### config.mk
export PLATFORM = sky130hd
export DESIGN_NAME = cpu_controller_flat
export DESIGN_NICKNAME = d
export VERILOG_FILES = /design/src/rtl/cpu_controller_if.sv /design/src/rtl/cpu_controller.sv /design/src/flat_wrapper.sv
export SDC_FILE = /design/constraint.sdc
export NUM_CORES = 1
export LEC_CHECK = 0
export CAP_MARGIN = 40
export CORE_MARGIN = 2
export CORE_UTILIZATION = 48
export CTS_CLUSTER_DIAMETER = 80
export DETAILED_ROUTE_END_ITERATION = 8
export PLACE_DENSITY = 0.83
export SYNTH_ARGS = -nofsm -noshare
export SYNTH_HDL_FRONTEND = slang
export SYNTH_SLANG_ARGS = --single-unit
### constraint.sdc
create_clock -name clk -period 3.5 [get_ports clk]
set_input_delay 0.525 -clock clk [delete_from_list [all_inputs] [get_ports clk]]
set_output_delay 0.525 -clock clk [all_outputs]
set_load 0.01 [all_outputs]
### src/rtl/cpu_controller_if.sv
// Control bundle between cpu_controller and the rest of the lab CPU.
// The master drives start/load/instruction; the slave (the controller) drives the datapath controls.
interface cpu_controller_if;
    logic        s;
    logic        load;
    logic [15:0] in;
    logic        w;
    logic        err;
    logic [15:0] datapath_in;
    logic        vsel;
    logic        loada;
    logic        loadb;
    logic        loadc;
    logic        loads;
    logic        asel;
    logic        bsel;
    logic        write;
    logic [2:0]  readnum;
    logic [2:0]  writenum;
    logic [1:0]  shift;
    logic [1:0]  ALUop;

    modport master (
        output s, load, in,
        input  w, err, datapath_in, vsel, loada, loadb, loadc, loads,
               asel, bsel, write, readnum, writenum, shift, ALUop
    );

    modport slave (
        input  s, load, in,
        output w, err, datapath_in, vsel, loada, loadb, loadc, loads,
               asel, bsel, write, readnum, writenum, shift, ALUop
    );
endinterface

### src/rtl/cpu_controller.sv
// Instruction register, decoder and sequencing FSM driving the lab CPU datapath.
// Define DECODE_ERR_EN to flag illegal instructions on err; otherwise err is tied low.
module cpu_controller (
    input  logic             clk,
    input  logic             reset,
    cpu_controller_if.slave  bus
);

    typedef enum logic [2:0] {
        S_WAIT,
        S_DECODE,
        S_GET_A,
        S_GET_B,
        S_ALU,
        S_WR_REG,
        S_WR_IMM
    } state_t;

    typedef enum logic [2:0] {
        I_MOV_IMM,
        I_MOV_REG,
        I_ADD,
        I_CMP,
        I_AND,
        I_MVN,
        I_ILL
    } instr_t;

    function automatic instr_t decode_ir(input logic [15:0] ir);
        instr_t k;
        k = I_ILL;
        case ({ir[15:13], ir[12:11]})
            5'b110_10: k = I_MOV_IMM;
            5'b110_00: k = I_MOV_REG;
            5'b101_00: k = I_ADD;
            5'b101_01: k = I_CMP;
            5'b101_10: k = I_AND;
            5'b101_11: k = I_MVN;
            default:   k = I_ILL;
        endcase
        return k;
    endfunction

    state_t      state_q, state_d;
    logic [15:0] ir_q, ir_d;
    instr_t      kind_q, kind_d;

    logic        w_q, w_d;
    logic [15:0] dpin_q, dpin_d;
    logic        vsel_q, vsel_d;
    logic        loada_q, loada_d;
    logic        loadb_q, loadb_d;
    logic        loadc_q, loadc_d;
    logic        loads_q, loads_d;
    logic        asel_q, asel_d;
    logic        write_q, write_d;
    logic [2:0]  readnum_q, readnum_d;
    logic [2:0]  writenum_q, writenum_d;
    logic [1:0]  shift_q, shift_d;
    logic [1:0]  aluop_q, aluop_d;

    assign kind_q = decode_ir(ir_q);
    assign kind_d = decode_ir(ir_d);

    // IR only loads in WAIT, so a load pulse mid-instruction cannot disturb decode.
    assign ir_d = (state_q == S_WAIT && bus.load) ? bus.in : ir_q;

    always_comb begin
        state_d = state_q;
        unique case (state_q)
            S_WAIT:   if (bus.s) state_d = S_DECODE;
            S_DECODE: begin
                unique case (kind_q)
                    I_MOV_IMM:          state_d = S_WR_IMM;
                    I_MOV_REG, I_MVN:   state_d = S_GET_B;
                    I_ADD, I_CMP, I_AND: state_d = S_GET_A;
                    default:            state_d = S_WAIT;
                endcase
            end
            S_GET_A:  state_d = S_GET_B;
            S_GET_B:  state_d = S_ALU;
            S_ALU:    state_d = (kind_q == I_CMP) ? S_WAIT : S_WR_REG;
            S_WR_REG: state_d = S_WAIT;
            S_WR_IMM: state_d = S_WAIT;
            default:  state_d = S_WAIT;
        endcase
    end

    // Outputs are registered: decode them from the upcoming state and IR so they
    // line up with the state register instead of lagging it by a cycle.
    always_comb begin
        w_d        = (state_d == S_WAIT);
        dpin_d     = {{8{ir_d[7]}}, ir_d[7:0]};
        vsel_d     = 1'b0;
        loada_d    = 1'b0;
        loadb_d    = 1'b0;
        loadc_d    = 1'b0;
        loads_d    = 1'b0;
        asel_d     = 1'b0;
        write_d    = 1'b0;
        readnum_d  = '0;
        writenum_d = '0;
        shift_d    = '0;
        aluop_d    = '0;
        unique case (state_d)
            S_GET_A: begin
                readnum_d = ir_d[10:8];
                loada_d   = 1'b1;
            end
            S_GET_B: begin
                readnum_d = ir_d[2:0];
                loadb_d   = 1'b1;
            end
            S_ALU: begin
                shift_d = ir_d[4:3];
                unique case (kind_d)
                    I_MOV_REG: begin asel_d = 1'b1; aluop_d = 2'b00; loadc_d = 1'b1; end
                    I_ADD:     begin aluop_d = 2'b00; loadc_d = 1'b1; end
                    I_AND:     begin aluop_d = 2'b10; loadc_d = 1'b1; end
                    I_MVN:     begin asel_d = 1'b1; aluop_d = 2'b11; loadc_d = 1'b1; end
                    I_CMP:     begin aluop_d = 2'b01; loads_d = 1'b1; end
                    default:   ;
                endcase
            end
            S_WR_REG: begin
                write_d    = 1'b1;
                writenum_d = ir_d[7:5];
            end
            S_WR_IMM: begin
                vsel_d     = 1'b1;
                write_d    = 1'b1;
                writenum_d = ir_d[10:8];
            end
            default: ;
        endcase
    end

`ifdef DECODE_ERR_EN
    logic err_q, err_d;

    always_comb begin
        err_d = err_q;
        if (state_q == S_WAIT && bus.s)
            err_d = 1'b0;
        else if (state_q == S_DECODE && kind_q == I_ILL)
            err_d = 1'b1;
    end
`endif

    always_ff @(posedge clk or posedge reset) begin
        if (reset) begin
            state_q    <= S_WAIT;
            ir_q       <= '0;
            w_q        <= 1'b1;
            dpin_q     <= '0;
            vsel_q     <= 1'b0;
            loada_q    <= 1'b0;
            loadb_q    <= 1'b0;
            loadc_q    <= 1'b0;
            loads_q    <= 1'b0;
            asel_q     <= 1'b0;
            write_q    <= 1'b0;
            readnum_q  <= '0;
            writenum_q <= '0;
            shift_q    <= '0;
            aluop_q    <= '0;
`ifdef DECODE_ERR_EN
            err_q      <= 1'b0;
`endif
        end else begin
            state_q    <= state_d;
            ir_q       <= ir_d;
            w_q        <= w_d;
            dpin_q     <= dpin_d;
            vsel_q     <= vsel_d;
            loada_q    <= loada_d;
            loadb_q    <= loadb_d;
            loadc_q    <= loadc_d;
            loads_q    <= loads_d;
            asel_q     <= asel_d;
            write_q    <= write_d;
            readnum_q  <= readnum_d;
            writenum_q <= writenum_d;
            shift_q    <= shift_d;
            aluop_q    <= aluop_d;
`ifdef DECODE_ERR_EN
            err_q      <= err_d;
`endif
        end
    end

    assign bus.w           = w_q;
    assign bus.datapath_in = dpin_q;
    assign bus.vsel        = vsel_q;
    assign bus.loada       = loada_q;
    assign bus.loadb       = loadb_q;
    assign bus.loadc       = loadc_q;
    assign bus.loads       = loads_q;
    assign bus.asel        = asel_q;
    assign bus.bsel        = 1'b0;
    assign bus.write       = write_q;
    assign bus.readnum     = readnum_q;
    assign bus.writenum    = writenum_q;
    assign bus.shift       = shift_q;
    assign bus.ALUop       = aluop_q;
`ifdef DECODE_ERR_EN
    assign bus.err         = err_q;
`else
    assign bus.err         = 1'b0;
`endif

endmodule
### src/flat_wrapper.sv
// flat-port wrapper written by rule: the top's interface ports become plain ports
module cpu_controller_flat 
  (clk, reset, bus_s, bus_load, bus_in, bus_w, bus_err, bus_datapath_in, bus_vsel, bus_loada, bus_loadb, bus_loadc, bus_loads, bus_asel, bus_bsel, bus_write, bus_readnum, bus_writenum, bus_shift, bus_ALUop);
  cpu_controller_if bus_i ();
  input  logic clk;
  input  logic reset;
  input wire logic [$bits(bus_i.s)-1:0] bus_s;
  input wire logic [$bits(bus_i.load)-1:0] bus_load;
  input wire logic [$bits(bus_i.in)-1:0] bus_in;
  output wire logic [$bits(bus_i.w)-1:0] bus_w;
  output wire logic [$bits(bus_i.err)-1:0] bus_err;
  output wire logic [$bits(bus_i.datapath_in)-1:0] bus_datapath_in;
  output wire logic [$bits(bus_i.vsel)-1:0] bus_vsel;
  output wire logic [$bits(bus_i.loada)-1:0] bus_loada;
  output wire logic [$bits(bus_i.loadb)-1:0] bus_loadb;
  output wire logic [$bits(bus_i.loadc)-1:0] bus_loadc;
  output wire logic [$bits(bus_i.loads)-1:0] bus_loads;
  output wire logic [$bits(bus_i.asel)-1:0] bus_asel;
  output wire logic [$bits(bus_i.bsel)-1:0] bus_bsel;
  output wire logic [$bits(bus_i.write)-1:0] bus_write;
  output wire logic [$bits(bus_i.readnum)-1:0] bus_readnum;
  output wire logic [$bits(bus_i.writenum)-1:0] bus_writenum;
  output wire logic [$bits(bus_i.shift)-1:0] bus_shift;
  output wire logic [$bits(bus_i.ALUop)-1:0] bus_ALUop;
  assign bus_i.s = bus_s;
  assign bus_i.load = bus_load;
  assign bus_i.in = bus_in;
  assign bus_w = bus_i.w;
  assign bus_err = bus_i.err;
  assign bus_datapath_in = bus_i.datapath_in;
  assign bus_vsel = bus_i.vsel;
  assign bus_loada = bus_i.loada;
  assign bus_loadb = bus_i.loadb;
  assign bus_loadc = bus_i.loadc;
  assign bus_loads = bus_i.loads;
  assign bus_asel = bus_i.asel;
  assign bus_bsel = bus_i.bsel;
  assign bus_write = bus_i.write;
  assign bus_readnum = bus_i.readnum;
  assign bus_writenum = bus_i.writenum;
  assign bus_shift = bus_i.shift;
  assign bus_ALUop = bus_i.ALUop;
  cpu_controller u_core (.clk(clk), .reset(reset), .bus(bus_i));
endmodule
==> impl_metrics.ini <==
[clock_network]
cts_resized = 0
cts_buffer_depth = 2
cts_buffers = 5
htree_levels = 2
hold_buffers = 0
cts_root_buffer = clkbuf_4
cts.sinks = 37
post_cts_buffers = 0
cts_tree = built
worstSkewPairLatency_ns = 0.33
cts.clk_slew.worst_paths_ns = 0.10

[global_routing]
overflow = 0
grt_pass1_wl_um = 4940
grt_antenna_before_repair = 0
grt_start_max_net_pins = 21
track_usage_pct = 16.3
grt_pass1_vias = 1126

[floorplanning]
ios = 56
die_h_um = 63.0
initial_core_util_pct = 50.1
row_count = 21
die_area_sq_mm = 0.00397
die_x_um = 63.0
core_area_sq_mm = 0.00334

[placed_design]
dpl-instance-area_sq_mm = 0.00212
pre_cts_slack_ns = 0.929
port_buffers = 53
post-dp-hpwl_um = 2380
routabilityCongestion = 0.746
dp.cells = 223

[finish]
mostFrequentLayoutCells = clkdlybuf4s50_1, dfrtp_1, inv_1
layout_commonest_cell = clkdlybuf4s50_1
stdcell_count = 230
design_area_sq_mm = 0.00218
nets = 204
regArea_sq_um = 927
multi_input_area_sq_um = 549
n_antenna_cell = 0
fillers = 263
drive_above_1_share_pct = 12.5
area_growth_syn_to_layout_pct = 30.4

[detailed_routing]
first_pass_iters = 4
vias = 1173
drc = 0
vias_per_cell = 5.10
wire_per_inst_um = 13.5
drt-initial-drc-count = 18
ant_nets = 0
routed_wl_um = 3110

[critical_path]
regToRegSetupSlack_ns = 1.33
reg2reg_from = u_core.state_q[1]$_DFF_PP0_
cp.arrival_ns = 2.44
critical_path.startpoint_type = primary input
critPathMaxStageDelay_ns = 0.67
cp_slowest_cell = nor4b_4
path_cells = clkdlybuf4s50_1, nor4b_4, buf_4, mux2i_1, inv_1, o2bb2ai_1
critPathMaxFanout = 14
r2r_cells = 5
cp.required_ns = 3.72
end_kind = register
worstSetupPathType = in -> reg
r2r-end = u_core.bus.asel$_DFF_PP0_

[sta]
post-route-period-util_pct = 63.3
clock-skew-final_ns = 0.00261
whs_ns = 0.526
fin_crit_ns = 2.22
worst_pin_slew_ns = 0.815
setup_violations = 0
tns_ns = 0
rsz0062_at_grt = false
max_slew_margin_pct = 45.4
timing_hold_violations_final = 0
setup_ws_ns = 1.28
fmax_ghz = 0.451
drv_slew = 0

[status]
status = finished clean

[power_and_ir_drop]
ir_drop_uv = 425
power_density_mw_per_mm2 = 799
p_leak_nw = 0.974

[synthesis]
syn-instance-count = 141
synth-main-ff-cell = dfrtp_1
synth_seq_cells = 37
synth.distinct_cells = 33
netlist_area_sq_mm = 0.00167
synth_edf_count = 0
synth_warnings = 0
async_flop_share_pct = 100
avgSynthCellArea_sq_um = 11.9
seq_area_frac_synth_pct = 55.5

[min_path]
min_path_type = reg -> reg
whs_endpoint = u_core.ir_q[8]$_DFF_PP0_
hold_path_depth = 2
hp-start = u_core.ir_q[8]$_DFF_PP0_

[job]
drv_cap = 0
==> cell usage after synthesis (all sizes together), types with 2 or more instances <==
cell type | instances | share of area (%)
nand3 | 2 | 0.60
a21oi | 2 | 0.60
mux2i | 7 | 4.2
nand2b | 8 | 3.0
nor4b | 2 | 1.9
o22ai | 4 | 1.5
nand2 | 3 | 0.67
o211ai | 2 | 0.90
dfrtp | 36 | 54
buf | 20 | 9.2
nor2b | 3 | 1.1
nor3 | 2 | 0.60
nand4b | 2 | 1.0
and3 | 2 | 0.75
mux2 | 10 | 6.7
o21ai | 6 | 1.8
inv | 12 | 2.7
nand3b | 2 | 0.90
nor2 | 4 | 0.90
==> metal layers <==
metal	vias up	GRT usage [%]	wire length (um)
met1	588	18.5	1260
met2	33	28.2	1630
met4	0	5.00	42
met5	-	0	0
li1	547	-	-
met3	5	6.31	181
==> how the worst max path moves through the flow <==
stage	end	cells past startpoint	startpoint	slack [ns]
floorplan	u_core.bus.asel$_DFF_PP0_	5	u_core.state_q[1]$_DFF_PP0_	1.94
global placement	u_core.bus.asel$_DFF_PP0_	6	bus_load	0.99
detailed placement	u_core.bus.asel$_DFF_PP0_	6	bus_load	0.93
CTS	u_core.bus.asel$_DFF_PP0_	6	bus_load	1.27
global route	u_core.bus.asel$_DFF_PP0_	6	bus_load	1.18
finish	u_core.bus.asel$_DFF_PP0_	6	bus_load	1.28
==> logic make-up (layout without fill, tap and decap cells) <==
| group | after synthesis | after routing | synth area share, % |
|---|---|---|---|
| flip-flops | 37 | 37 | 55.5 |
| AND/OR/NAND/NOR | 35 | 35 | 14.4 |
| buffers and inverters | 32 | 74 | 11.9 |
| AO/OA/AOI/OAI | 19 | 19 | 7.04 |
| multiplexers | 17 | 17 | 10.9 |
| other | 1 | 2 | 0.224 |
==> critical path, delay by kind of cell <==
kind	cells	cell delay, ns
AOI/OAI and AO/OA	1	0.12
buffers and inverters	3	0.88
muxes	1	0.24
and+or+nand+nor	1	0.67
==> per-stage QoR <==
stage | total power, mW | utilization [%]
after CTS | 1.75 | 65.3
after global placement | 1.50 | 63.7
after floorplan | 1.29 | -
final | 1.74 | 65.3
after detailed placement | 1.54 | 63.7
after global routing | 1.85 | 65.3
==> layout make-up <==
class / count / share of cell area [%]
well taps: 46 / 2.64
repair buffers: 55 / 25.0
inverters: 12 / 2.07
multi-input cells: 73 / 25.2
clock buffers: 7 / 2.53
flip-flops and latches: 37 / 42.5
==> sequential cells by signal, indices dropped and copies added (netlist names), 2 cells and up <==
name                 cells
u_core.bus.ALUop         2
u_core.bus.readnum       3
u_core.ir_q             16
u_core.bus.shift         2
u_core.bus.writenum      3
u_core.state_q           3
==> power by group <==
| part | switching (mW) | internal, mW | total (mW) |
|---|---|---|---|
| Combinational | 0.356 | 0.454 | 0.810 |
| Clock | 0.125 | 0.0948 | 0.220 |
| Sequential | 0.130 | 0.581 | 0.711 |
| Total | 0.611 | 1.13 | 1.74 |
(Power assumes the default switching activity.)
